===== src/rtl/dsp_addsub_sched_pkg.sv =====
// Shared constants for the shared DSP add/sub scheduler and its arithmetic core.
package dsp_addsub_sched_pkg;

  localparam logic ADDSUB_OP_ADD = 1'b0;
  localparam logic ADDSUB_OP_SUB = 1'b1;
  localparam int   ADDSUB_DEFAULT_LATENCY = 2;
  localparam int   ADDSUB_MAX_REQ = 4;

endpackage


===== src/rtl/dsp_addsub_core.sv =====
// 32-bit add/sub unit: SB_MAC16 in 16+16 cascaded adder mode, or an equivalent
// behavioural pipeline. Input registers exist only when LATENCY is 2.
module dsp_addsub_core
  import dsp_addsub_sched_pkg::*;
#(
  parameter int LATENCY = ADDSUB_DEFAULT_LATENCY
) (
  input  logic        clk,
  input  logic        rst_n,
  input  logic        ce_i,
  input  logic        sub_i,
  input  logic [31:0] a_i,
  input  logic [31:0] b_i,
  output logic [31:0] sum_o,
  output logic        carry_o
);

`ifdef ICE40_DSP
  // Upper operand (a) sits on C/D, lower operand (b) on A/B: result = a +/- b.
  localparam logic IN_REG = (LATENCY >= 2) ? 1'b1 : 1'b0;
  logic [31:0] mac_o;
  logic        mac_co;
  logic        mac_acco;
  logic        mac_sxo;

  SB_MAC16 #(
    .NEG_TRIGGER(1'b0), .C_REG(IN_REG), .A_REG(IN_REG), .B_REG(IN_REG), .D_REG(IN_REG),
    .TOP_8x8_MULT_REG(1'b0), .BOT_8x8_MULT_REG(1'b0),
    .PIPELINE_16x16_MULT_REG1(1'b0), .PIPELINE_16x16_MULT_REG2(1'b0),
    .TOPOUTPUT_SELECT(2'b01), .TOPADDSUB_LOWERINPUT(2'b00),
    .TOPADDSUB_UPPERINPUT(1'b1), .TOPADDSUB_CARRYSELECT(2'b10),
    .BOTOUTPUT_SELECT(2'b01), .BOTADDSUB_LOWERINPUT(2'b00),
    .BOTADDSUB_UPPERINPUT(1'b1), .BOTADDSUB_CARRYSELECT(2'b00),
    .MODE_8x8(1'b0), .A_SIGNED(1'b0), .B_SIGNED(1'b0)
  ) u_mac (
    .CLK(clk), .CE(ce_i),
    .C(a_i[31:16]), .D(a_i[15:0]), .A(b_i[31:16]), .B(b_i[15:0]),
    .AHOLD(1'b0), .BHOLD(1'b0), .CHOLD(1'b0), .DHOLD(1'b0),
    .IRSTTOP(~rst_n), .IRSTBOT(~rst_n), .ORSTTOP(~rst_n), .ORSTBOT(~rst_n),
    .OLOADTOP(1'b0), .OLOADBOT(1'b0), .ADDSUBTOP(sub_i), .ADDSUBBOT(sub_i),
    .OHOLDTOP(1'b0), .OHOLDBOT(1'b0), .CI(1'b0), .ACCUMCI(1'b0), .SIGNEXTIN(1'b0),
    .O(mac_o), .CO(mac_co), .ACCUMCO(mac_acco), .SIGNEXTOUT(mac_sxo)
  );

  assign sum_o   = mac_o;
  assign carry_o = mac_co;
`else
  logic [31:0] a_s;
  logic [31:0] b_s;
  logic        sub_s;
  logic [32:0] sum_c;
  logic [31:0] sum_q;
  logic        carry_q;

  generate
    if (LATENCY >= 2) begin : g_inreg
      logic [31:0] a_q;
      logic [31:0] b_q;
      logic        sub_q;
      always_ff @(posedge clk or negedge rst_n) begin
        if (!rst_n) begin
          a_q   <= '0;
          b_q   <= '0;
          sub_q <= 1'b0;
        end else if (ce_i) begin
          a_q   <= a_i;
          b_q   <= b_i;
          sub_q <= sub_i;
        end
      end
      assign a_s   = a_q;
      assign b_s   = b_q;
      assign sub_s = sub_q;
    end else begin : g_noinreg
      assign a_s   = a_i;
      assign b_s   = b_i;
      assign sub_s = sub_i;
    end
  endgenerate

  // Subtract as a + ~b + 1 so bit 32 reads as "no borrow".
  always_comb begin
    if (sub_s == ADDSUB_OP_SUB) begin
      sum_c = {1'b0, a_s} + {1'b0, ~b_s} + 33'd1;
    end else begin
      sum_c = {1'b0, a_s} + {1'b0, b_s};
    end
  end

  always_ff @(posedge clk or negedge rst_n) begin
    if (!rst_n) begin
      sum_q   <= '0;
      carry_q <= 1'b0;
    end else if (ce_i) begin
      sum_q   <= sum_c[31:0];
      carry_q <= sum_c[32];
    end
  end

  assign sum_o   = sum_q;
  assign carry_o = carry_q;
`endif

endmodule


===== src/rtl/dsp_addsub_sched.sv =====
// Round-robin scheduler sharing one pipelined add/sub core between NUM_REQ
// requesters; requester ids travel alongside the core in a tag pipeline.
module dsp_addsub_sched
  import dsp_addsub_sched_pkg::*;
#(
  parameter int NUM_REQ = 2,
  parameter int LATENCY = ADDSUB_DEFAULT_LATENCY
) (
  input  logic                   clk,
  input  logic                   rst_n,
  input  logic [NUM_REQ-1:0]     req_valid,
  input  logic [NUM_REQ-1:0]     req_sub,
  input  logic [32*NUM_REQ-1:0]  req_a,
  input  logic [32*NUM_REQ-1:0]  req_b,
  output logic [NUM_REQ-1:0]     req_ready,
  input  logic                   stall,
  input  logic                   flush,
  output logic [NUM_REQ-1:0]     resp_valid,
  output logic [31:0]            resp_result,
  output logic                   resp_carry,
  output logic                   resp_zero
);

  localparam int ID_W = $clog2(NUM_REQ);

  logic [ID_W-1:0]    ptr_q;
  logic [ID_W-1:0]    ptr_d;
  logic [ID_W-1:0]    gnt_id;
  logic               gnt_any;
  logic [NUM_REQ-1:0] gnt;
  logic               accept;

  always_comb begin
    gnt     = '0;
    gnt_id  = '0;
    gnt_any = 1'b0;
    for (int k = 0; k < NUM_REQ; k++) begin
      if (!gnt_any && req_valid[(int'(ptr_q) + k) % NUM_REQ]) begin
        gnt_any = 1'b1;
        gnt_id  = ID_W'((int'(ptr_q) + k) % NUM_REQ);
      end
    end
    if (gnt_any && rst_n && !stall && !flush) begin
      gnt[gnt_id] = 1'b1;
    end
  end

  assign req_ready = gnt;
  assign accept    = |gnt;

  always_comb begin
    ptr_d = ptr_q;
    if (accept) begin
      ptr_d = (gnt_id == ID_W'(NUM_REQ - 1)) ? '0 : gnt_id + 1'b1;
    end
  end

  always_ff @(posedge clk or negedge rst_n) begin
    if (!rst_n) ptr_q <= '0;
    else        ptr_q <= ptr_d;
  end

  logic [31:0] core_sum;
  logic        core_carry;

  dsp_addsub_core #(.LATENCY(LATENCY)) u_core (
    .clk     (clk),
    .rst_n   (rst_n),
    .ce_i    (~stall),
    .sub_i   (req_sub[gnt_id]),
    .a_i     (req_a[32*gnt_id +: 32]),
    .b_i     (req_b[32*gnt_id +: 32]),
    .sum_o   (core_sum),
    .carry_o (core_carry)
  );

  logic [LATENCY-1:0] tag_v_q;
  logic [ID_W-1:0]    tag_id_q [LATENCY];

  genvar gi;
  generate
    for (gi = 0; gi < LATENCY; gi++) begin : g_tag
      logic            in_v;
      logic [ID_W-1:0] in_id;
      if (gi == 0) begin : g_head
        assign in_v  = accept;
        assign in_id = gnt_id;
      end else begin : g_body
        assign in_v  = tag_v_q[gi-1];
        assign in_id = tag_id_q[gi-1];
      end
      always_ff @(posedge clk or negedge rst_n) begin
        if (!rst_n) begin
          tag_v_q[gi]  <= 1'b0;
          tag_id_q[gi] <= '0;
        end else if (flush) begin
          tag_v_q[gi]  <= 1'b0;
        end else if (!stall) begin
          tag_v_q[gi]  <= in_v;
          tag_id_q[gi] <= in_id;
        end
      end
    end
  endgenerate

  // A flush also discards the op sitting in the last stage this cycle.
  logic        resp_fire;
  logic [31:0] res_q;
  logic        carry_q;
  logic        zero_q;

  assign resp_fire = tag_v_q[LATENCY-1] & ~stall & ~flush;

  always_comb begin
    resp_valid = '0;
    if (resp_fire) resp_valid[tag_id_q[LATENCY-1]] = 1'b1;
  end

  always_ff @(posedge clk or negedge rst_n) begin
    if (!rst_n) begin
      res_q   <= '0;
      carry_q <= 1'b0;
      zero_q  <= 1'b0;
    end else if (resp_fire) begin
      res_q   <= core_sum;
      carry_q <= core_carry;
      zero_q  <= (core_sum == 32'd0);
    end
  end

  assign resp_result = resp_fire ? core_sum              : res_q;
  assign resp_carry  = resp_fire ? core_carry            : carry_q;
  assign resp_zero   = resp_fire ? (core_sum == 32'd0)   : zero_q;

endmodule


===== config.mk =====
export PLATFORM = sky130hd
export DESIGN_NAME = dsp_addsub_sched
export DESIGN_NICKNAME = d
export VERILOG_FILES = /design/src/rtl/dsp_addsub_sched_pkg.sv /design/src/rtl/dsp_addsub_core.sv /design/src/rtl/dsp_addsub_sched.sv
export SDC_FILE = /design/constraint.sdc
export NUM_CORES = 1
export LEC_CHECK = 0
export ABC_CLOCK_PERIOD_IN_PS = 7400
export BUFFER_PORTS_ARGS = -buffer_cell sky130_fd_sc_hd__buf_2
export CAP_MARGIN = 5
export CORE_MARGIN = 5
export CORE_UTILIZATION = 55
export DETAILED_ROUTE_END_ITERATION = 6
export PLACE_DENSITY = 0.79
export SLEW_MARGIN = 30
export SYNTH_ARGS = -nofsm -noshare
export SYNTH_HDL_FRONTEND = slang
export SYNTH_SLANG_ARGS = --single-unit

===== constraint.sdc =====
create_clock -name clk -period 7.4 [get_ports clk]
set_clock_uncertainty 0.1 [all_clocks]
set_input_delay 0 -clock clk [delete_from_list [all_inputs] [get_ports clk]]
set_output_delay 0 -clock clk [all_outputs]
set_load 0.005 [all_outputs]

# Yosys cells after proc, flatten, opt, wreduce, memory -nomap -nowiden
# Cells that the tools add are included.
# op_classes
n_reduce_logical	12
add_sub_neg	5
n_mux	26
n_bitwise	6
n_eq_ne	1
n_lt_le_gt_ge	6
n_shift	2
# op_table
cell	n
$shiftx 64x7->32	2
$add 32x32->33	2
$add 33x1->33 const B	1
$mux 33	1
$logic_not 32->1	1
$mux 32	1
$not 32->32	1
$mux 1	20
$logic_and 1x1->1	6
$lt 1x2->1 const B	3
$mux 2	2
$logic_not 1->1	3
$lt 2x3->1 const B	1
$add 1x1->1 const B	2
$and 1x1->1	2
$demux 1 s1	2
$ge 1x1->1 const B	2
$ne 2x1->1 const B	1
$not 1->1	2
$reduce_and 2->1	1
$reduce_or 2->1	1
$and 1x1->1 const A	1
# totals
word_cells	71
regBits	137
out_inout_bits	38
input_bits	136

# Depth between registers and ports, before layout
# Gate-level depths: netlist (run 1).
# logic_depth
word_depth	15
depth_mapped	12
ltp_nobuf	12

# Cells and area by module
# Synthesis (run 1) repeated with hierarchy kept, for this count alone.
# hier_totals
cells_unflattened	1002
area_unflattened_um2	9804.4
# modules_own_cells
mod	seq_area_each_um2	instances	area_each_um2	cells_per_inst
dsp_addsub_core	2452.4	1	7309.5	820
dsp_addsub_sched	975.9	1	2494.9	182

# Worst setup path before layout (run 1)
# Ideal clock, no wire load.
# synth_timing
kind	reg-to-reg
from	register u_core.g_inreg.b_q[0], in the netlist u_core.b_s[0]
to	register u_core.sum_q[24], in the netlist u_core.sum_o[24]
path_buffers	0
stages_incl_launch_ff	12
arrival_ns	2.928
setup_slack_ns	4.247
synth_period_minus_slack_ns	3.153
t_required_ns	7.175
setup_time_ns	0.125
cell_sequence	dfrtp_1 > ha_1 > fa_1 > nor2b_1 > o21ai_0 > a211oi_1 > o21ai_0 > o211ai_1 > a2111oi_0 > o32ai_1 > xnor2_1 > mux2_2
# synth_via
elab_chain_len	4
elab_cells_between_ends	5
cone_classes	add/sub: 3; mux: 1; bitwise: 1
# synth_rtl
element	line	source
from (decl)	dsp_addsub_core.sv:58	logic [31:0] b_q;
from (signal assigned)	dsp_addsub_core.sv:67	b_q <= b_i;
$not 32->32	dsp_addsub_core.sv:84	sum_c = {1'b0, a_s} + {1'b0, ~b_s} + 33'd1;
$add 32x32->33	dsp_addsub_core.sv:84	
$add 33x1->33	dsp_addsub_core.sv:84	
$mux 33 (*)	dsp_addsub_core.sv:83	if (sub_s == ADDSUB_OP_SUB) begin
to (signal assigned)	dsp_addsub_core.sv:95	sum_q <= sum_c[31:0];
to (decl)	dsp_addsub_core.sv:52	logic [31:0] sum_q;
# Mark *: on every way between the ends. The rest lies on a longest branch, timed or not.
# A chain may end at the register's enable or synchronous reset.

# Worst setup path in the final report (run 1)
# Ends and elaborated chain as after synthesis.

==> results.toml, run 1 <==
[worst_setup_path]
path_delay_family = "compound AO/OA/AOI/OAI gates"
end_kind = "flop"
crit_chain = "ha_1, fa_1, nor2b_1, o21ai_0, a211oi_1, o21ai_0, o211ai_1, a2111oi_0, o32ai_1, xnor2_1, mux2_2"
r2r_slack_ns = 3.53
worstPathRequired_ns = 7.62
crit_top_cell = "o21ai_0"
critPathSlowestCell = "a2111oi_0"
r2r_start = "u_core.b_s[0]$_DFFE_PN0N_"
path_class = "reg -> reg"
cp.arrival_ns = 4.09
start_kind = "flop"
crit_buf_inv = 0
timing.rr.end = "u_core.sum_o[24]$_DFFE_PN0N_"
cp_max_fo = 3
crit_path_max_incr_delay_ns = 0.86
reg2reg_depth = 11

[pwr]
p_per_area_mw_per_mm2 = 246
peakVddDrop_uv = 207
power_leakage_nw = 5.98

[synthesis]
synth_fp_nets = 1321
synth_cells = 1119
synth_edf_count = 0
yosysMostFrequentCell = "nand2_1"
ys.flop_type = "dfrtp_1"
syn_area_mm2 = 0.00928
ys_ff_latch = 137
synth-async-reset-ratio_pct = 100
synth_area_leaders = "dfrtp_1 37%, nand2_1 9.1%, ha_1 8.6%"
netlist_top_cells_count = "225 x nand2_1, 137 x dfrtp_1, 126 x o21ai_0"
yosys_warnings = 0
yosys.area.top_type_share_pct = 37.0
synth_cell_types = 64
synth_top_area_cell = "dfrtp_1"
syn_avg_cell_area_um2 = 8.29
yosysSeqAreaShare_pct = 37.0

[final_layout]
drive_above_1_share_pct = 16.1
nNetsFinal = 1586
final_area_mm2 = 0.0122
area_growth_pct = 31.1
fill_cells = 1225
antenna_cells = 0

[cts]
cts_num_sinks = 137
cts_tree = "done"
clk_latency_ns = 0.43
htreeDepth = 4
root_buffer = "clkbuf_16"
postCtsSetupBuffers = 0
clk_path_buf_depth = 2
cts_buffers = 17
cts_resized = 0
clkTransAtPathRegs_ns = 0.06
hold_buffers = 135

[route]
drc = 0
ant_nets = 0
top_layer = "met4"
first_iter_violations = 776
dr_wl_met2_um = 13300
first_pass_iters = 5
wirelength_met1_um = 12300
wl_um = 28300
vias_per_cell = 5.65
wl_met3_um = 1890
wire_per_inst_um = 17.5
vias = 9138

[sta]
rsz0062_at_grt = "no"
fmaxAchievable_ghz = 0.258
setup_viol = 0
worst_pin_slew_ns = 0.954
finalHoldViolCount = 0
finalCriticalPeriod_ns = 3.87
slew_headroom_pct = 34.8
setup_tns_ns = 0
slew_violations = 0
fin_crit_sh_pct = 52.3

[placed_design]
placed_cell_area_mm2 = 0.0102
portBuffers = 173
hpwl_um = 17900
gp_congestion = 0.943

[floorplanning]
die_area_mm2 = 0.0196
start_util_pct = 55.9
dieHeight_um = 140
core_mm2 = 0.0166
row_count = 47
ios = 174
die-width_um = 140

[global_route]
grt_pass1_vias = 9353
grt_max_degree = 108
grt-ovfl-total = 0
grt_use_total_pct = 29.0
antenna_found_initial = 0
grt_pass1_wl_um = 46300

[run_status]
status = "completed"

[run]
maxCapViolations = 0

[worst_hold_path]
min_path_type = "in -> async"
## power by group
part	switching, mW	internal [mW]
Sequential	0.125	0.909
Clock	0.357	0.504
Combinational	0.624	0.469
## worst reg2reg max path, stage by stage, from the launching register on
cell and delay [ns]:
dfrtp_1 0.40, ha_1 0.26, fa_1 0.44, nor2b_1 0.16, o21ai_0 0.28, a211oi_1 0.18, o21ai_0 0.24, o211ai_1 0.19
a2111oi_0 0.86, o32ai_1 0.23, xnor2_1 0.17, mux2_2 0.26
## flip-flops by register name, indices dropped and copies added, names as in the netlist
name / count
u_core.a_s: 32
g_tag.in_id: 1
u_core.b_s: 32
g_tag.in_v: 1
carry_q: 1
u_core.g_inreg.sub_q: 1
u_core.carry_o: 1
ptr_q: 1
res_q: 32
tag_id_q: 1
zero_q: 1
u_core.sum_o: 32
tag_v_q: 1
## logic make-up (layout without fill, tap and decap cells)
| logic type | Yosys count | in the layout | synth area share (%) |
|---|---|---|---|
| AOI/OAI and AO/OA | 312 | 312 | 20.5 |
| adders and majority gates | 66 | 66 | 9.06 |
| buffers and inverters | 128 | 406 | 5.33 |
| and+or+nand+nor | 376 | 376 | 17.7 |
| DFF | 137 | 137 | 37.0 |
| xor gates and xnor gates | 26 | 26 | 2.45 |
| muxes | 74 | 74 | 8.05 |
## cell type report
class | count | area [µm²] | area share, %
Sequential cell | 137 | 3430 | 28.2
Tap cell | 220 | 275 | 2.26
Inverter | 60 | 225 | 1.85
Timing Repair Buffer | 314 | 2270 | 18.7
Clock buffer | 18 | 429 | 3.53
Multi-Input combinational cell | 854 | 5370 | 44.1
Clock inverter | 14 | 163 | 1.34
## stage by stage
| stage | hold WS (ns) | power [mW] | setup WS [ns] | utilization (%) | instances |
|---|---|---|---|---|---|
| after floorplan | -0.396 | 1.69 | 4.25 | - | 1119 |
| after global placement | -0.0552 | 2.00 | 3.79 | 61.6 | 1450 |
| after detailed placement | -0.0568 | 2.02 | 3.64 | 61.6 | 1450 |
| after CTS | 0.0386 | 2.96 | 3.61 | 73.3 | 1617 |
| after global routing | 0.0982 | 3.17 | 3.30 | 73.3 | 1617 |
| final | 0.0240 | 2.99 | 3.53 | 73.3 | 1617 |
## per-layer routing
metal | global-route usage (%) | vias up
li1 | - | 4451
met1 | 38.8 | 4246
met2 | 46.6 | 379
met3 | 6.52 | 62
met4 | 9.94 | 0
met5 | 0 | -
## how the worst max path moves through the flow
stage                              start                            to  slack (ns)  depth (start not counted)
2_1_floorplan  u_core.b_s[0]$_DFFE_PN0N_  u_core.sum_o[24]$_DFFE_PN0N_        4.25                         11
3_3_place_gp   u_core.b_s[0]$_DFFE_PN0N_  u_core.sum_o[24]$_DFFE_PN0N_        3.79                         11
3_5_place_dp   u_core.b_s[0]$_DFFE_PN0N_  u_core.sum_o[24]$_DFFE_PN0N_        3.64                         11
5_1_grt        u_core.b_s[0]$_DFFE_PN0N_  u_core.sum_o[24]$_DFFE_PN0N_        3.30                         11
4_1_cts        u_core.b_s[0]$_DFFE_PN0N_  u_core.sum_o[24]$_DFFE_PN0N_        3.61                         11
6_report       u_core.b_s[0]$_DFFE_PN0N_  u_core.sum_o[24]$_DFFE_PN0N_        3.53                         11
## placed cells by master (no fill, tap or decap), types with 6 or more instances in the layout
master and n:
a211oi_1 10, dlygate4sd3_1 135, inv_1 60, buf_4 7, o31ai_1 16, o21bai_1 17
ha_1 64, nor2_1 53, dfrtp_1 137, nor4_1 16, nand3_1 11, a21o_1 9
nand2_1 225, and3_1 6, nand4_1 9, a31oi_1 6, buf_2 171, clkbuf_16 17
nor2b_1 13, o21ai_0 126, a21oi_1 68, mux2i_1 69, nor3_1 18, xnor2_1 23
Note: power is estimated with default switching activity, not from simulation.
==> run 2, diff against run 1 <==
- ABC_CLOCK_PERIOD_IN_PS: 7400 -> 3400
- CORE_UTILIZATION: 55 -> 51
- PLACE_DENSITY: 0.79 -> 0.77
- clock period: 7.4 -> 3.4 ns (I/O delays scaled with it)
==> run 2 against run 1 <==
Net effect:
- final area rose by 2.8%
- maximum frequency rose by 18%
- die area rose by 7.3%
- cell count rose by 2.4%
- critical path depth rose by 1
- highest routed layer unchanged
==> results.toml, run 2 (synthesized netlist as in run 1, its figures left out) <==
[floorplanning]
die_area_mm2 = 0.0210
core_mm2 = 0.0180
row_count = 49
ios = 174
die-width_um = 145
start_util_pct = 51.6
dieHeight_um = 145

[final_layout]
final-seq-area_mm2 = 0.00343
final_cell_mix = "225 x nand2_1, 171 x buf_2, 136 x dfrtp_1, 136 x dlygate4sd3_1, 124 x o21ai_0"
fill_cells = 1353
final_common_cell = "nand2_1"
multi_input_area_mm2 = 0.00539
nNetsFinal = 1614
final_core_util_pct = 69.6
drive_above_1_share_pct = 18.1
final_area_mm2 = 0.0125
area_growth_pct = 34.7

[worst_setup_path]
timing.rr.end = "u_core.sum_o[24]$_DFFE_PN0N_"
cp_max_fo = 3
reg2reg_depth = 12
end_kind = "flop"
crit_chain = "ha_1, fa_1, nor2b_1, o21ai_1, a211oi_2, o21ai_0, o211ai_1, a2111oi_0, buf_4, o32ai_1, xnor2_1, mux2_2"
cp.arrival_ns = 3.48
r2r_slack_ns = 0.13
crit_path_max_incr_delay_ns = 0.44
path_class = "reg -> reg"
critPathSlowestCell = "fa_1"
start_kind = "flop"
r2r_start = "u_core.b_s[0]$_DFFE_PN0N_"
worstPathRequired_ns = 3.61

[route]
wire_per_inst_um = 17.1
drc = 0
vias = 9348
first_pass_iters = 5
first_iter_violations = 791
wl_um = 28300
vias_per_cell = 5.65
ant_nets = 0

[global_route]
antenna_found_initial = 1
grt-ovfl-total = 0
grt_use_total_pct = 27.3
grt_max_degree = 104
grt_pass1_wl_um = 46000
grt_pass1_vias = 9253

[run]
maxCapViolations = 0

[pwr]
power_leakage_nw = 6.16
peakVddDrop_uv = 618
p_per_area_mw_per_mm2 = 538
p_total_mw = 6.72

[cts]
cts_tree = "done"
cts_num_sinks = 137
clkTransAtPathRegs_ns = 0.06
clk_path_buf_depth = 2
clk_latency_ns = 0.42
postCtsSetupBuffers = 0
htreeDepth = 4
cts_buffers = 17
root_buffer = "clkbuf_16"

[sta]
finalHoldViolCount = 0
worst_pin_slew_ns = 0.912
slew_violations = 0
slew_headroom_pct = 39.2
finalCriticalPeriod_ns = 3.27
fmaxAchievable_ghz = 0.306
fin_crit_sh_pct = 96.3
setup_viol = 0

[placed_design]
portBuffers = 173
gp_congestion = 0.978
hpwl_um = 18900
placed_cell_area_mm2 = 0.0104

[worst_hold_path]
min_path_type = "in -> async"

[run_status]
status = "completed"
run 2: cell types whose count changed in the layout (fill, tap and decap cells not counted), moves of 2 or more:
| cell | change |
|---|---|
| clkbuf_8 | +4 |
| buf_12 | +3 |
| a211oi_2 | +2 |
| o21ai_0 | -2 |
| o21ai_1 | +2 |
| buf_4 | +24 |
| a211oi_1 | -2 |
| inv_6 | -2 |
run 2: worst max-delay path by stage:
stage / start / end / slack, ns / cells after the start
final: u_core.b_s[0]$_DFFE_PN0N_ / u_core.sum_o[24]$_DFFE_PN0N_ / 0.13 / 12
after global routing: u_core.b_s[0]$_DFFE_PN0N_ / u_core.sum_o[30]$_DFFE_PN0N_ / -0.003 / 11
after CTS: u_core.b_s[0]$_DFFE_PN0N_ / u_core.sum_o[24]$_DFFE_PN0N_ / 0.07 / 12
after detailed placement: u_core.b_s[0]$_DFFE_PN0N_ / u_core.sum_o[24]$_DFFE_PN0N_ / 0.10 / 12
after global placement: u_core.b_s[0]$_DFFE_PN0N_ / u_core.sum_o[24]$_DFFE_PN0N_ / 0.11 / 12
after floorplan: u_core.b_s[0]$_DFFE_PN0N_ / u_core.sum_o[24]$_DFFE_PN0N_ / 0.25 / 11
run 2: final cells by class:
type / instances / area share (%)
flip-flops and latches: 137 / 27.4
repair buffers: 342 / 20.2
diodes: 1 / 0.0200
clock inverters: 11 / 1.27
well taps: 229 / 2.29
clock buffers: 21 / 3.85
multi-input cells: 854 / 43.1
inverters: 60 / 1.80
run 2: per-layer routing:
metal / vias up / track usage (%) / wire [µm]
met2: 405 / 44.4 / 13300
li1: 4516 / - / -
met3: 56 / 5.00 / 1930
met4: 0 / 8.89 / 608
met5: - / 0 / 0
met1: 4371 / 37.0 / 12500
run 2: critical path, delay by kind of cell, from the launching register on:
kind                     cells  cell delay, ns
multiplexers                 1            0.26
buffers and inverters        1            0.20
AND/OR/NAND/NOR              1            0.16
flip-flops                   1            0.40
AO/OA/AOI/OAI                6            1.20
XOR/XNOR                     1            0.15
adder cells (fa/ha/maj)      2            0.69
run 2: per-stage QoR:
stage	cells	setup WS, ns	setup TNS, ns	hold WS (ns)
final	1655	0.127	0	0.0698
after global routing	1655	-0.00343	-0.00343	0.109
after CTS	1654	0.0721	0	0.0740
after detailed placement	1485	0.101	0	-0.157
after global placement	1485	0.108	0	-0.159
after floorplan	1119	0.247	0	-0.396
run 2: power by group:
group / total (mW) / leakage, nW / internal (mW) / switching [mW]
clock network: 1.99 / 0.304 / 1.24 / 0.747
logic: 2.49 / 4.14 / 1.09 / 1.40
registers: 2.25 / 1.71 / 1.98 / 0.265
total: 6.72 / 6.16 / 4.31 / 2.41
run 2: repair_timing:
item,in CTS,in global routing
hold buffers,137,0
gates resized for setup,0,8
setup endpoints to repair,0,6
hold endpoints to repair,210,0
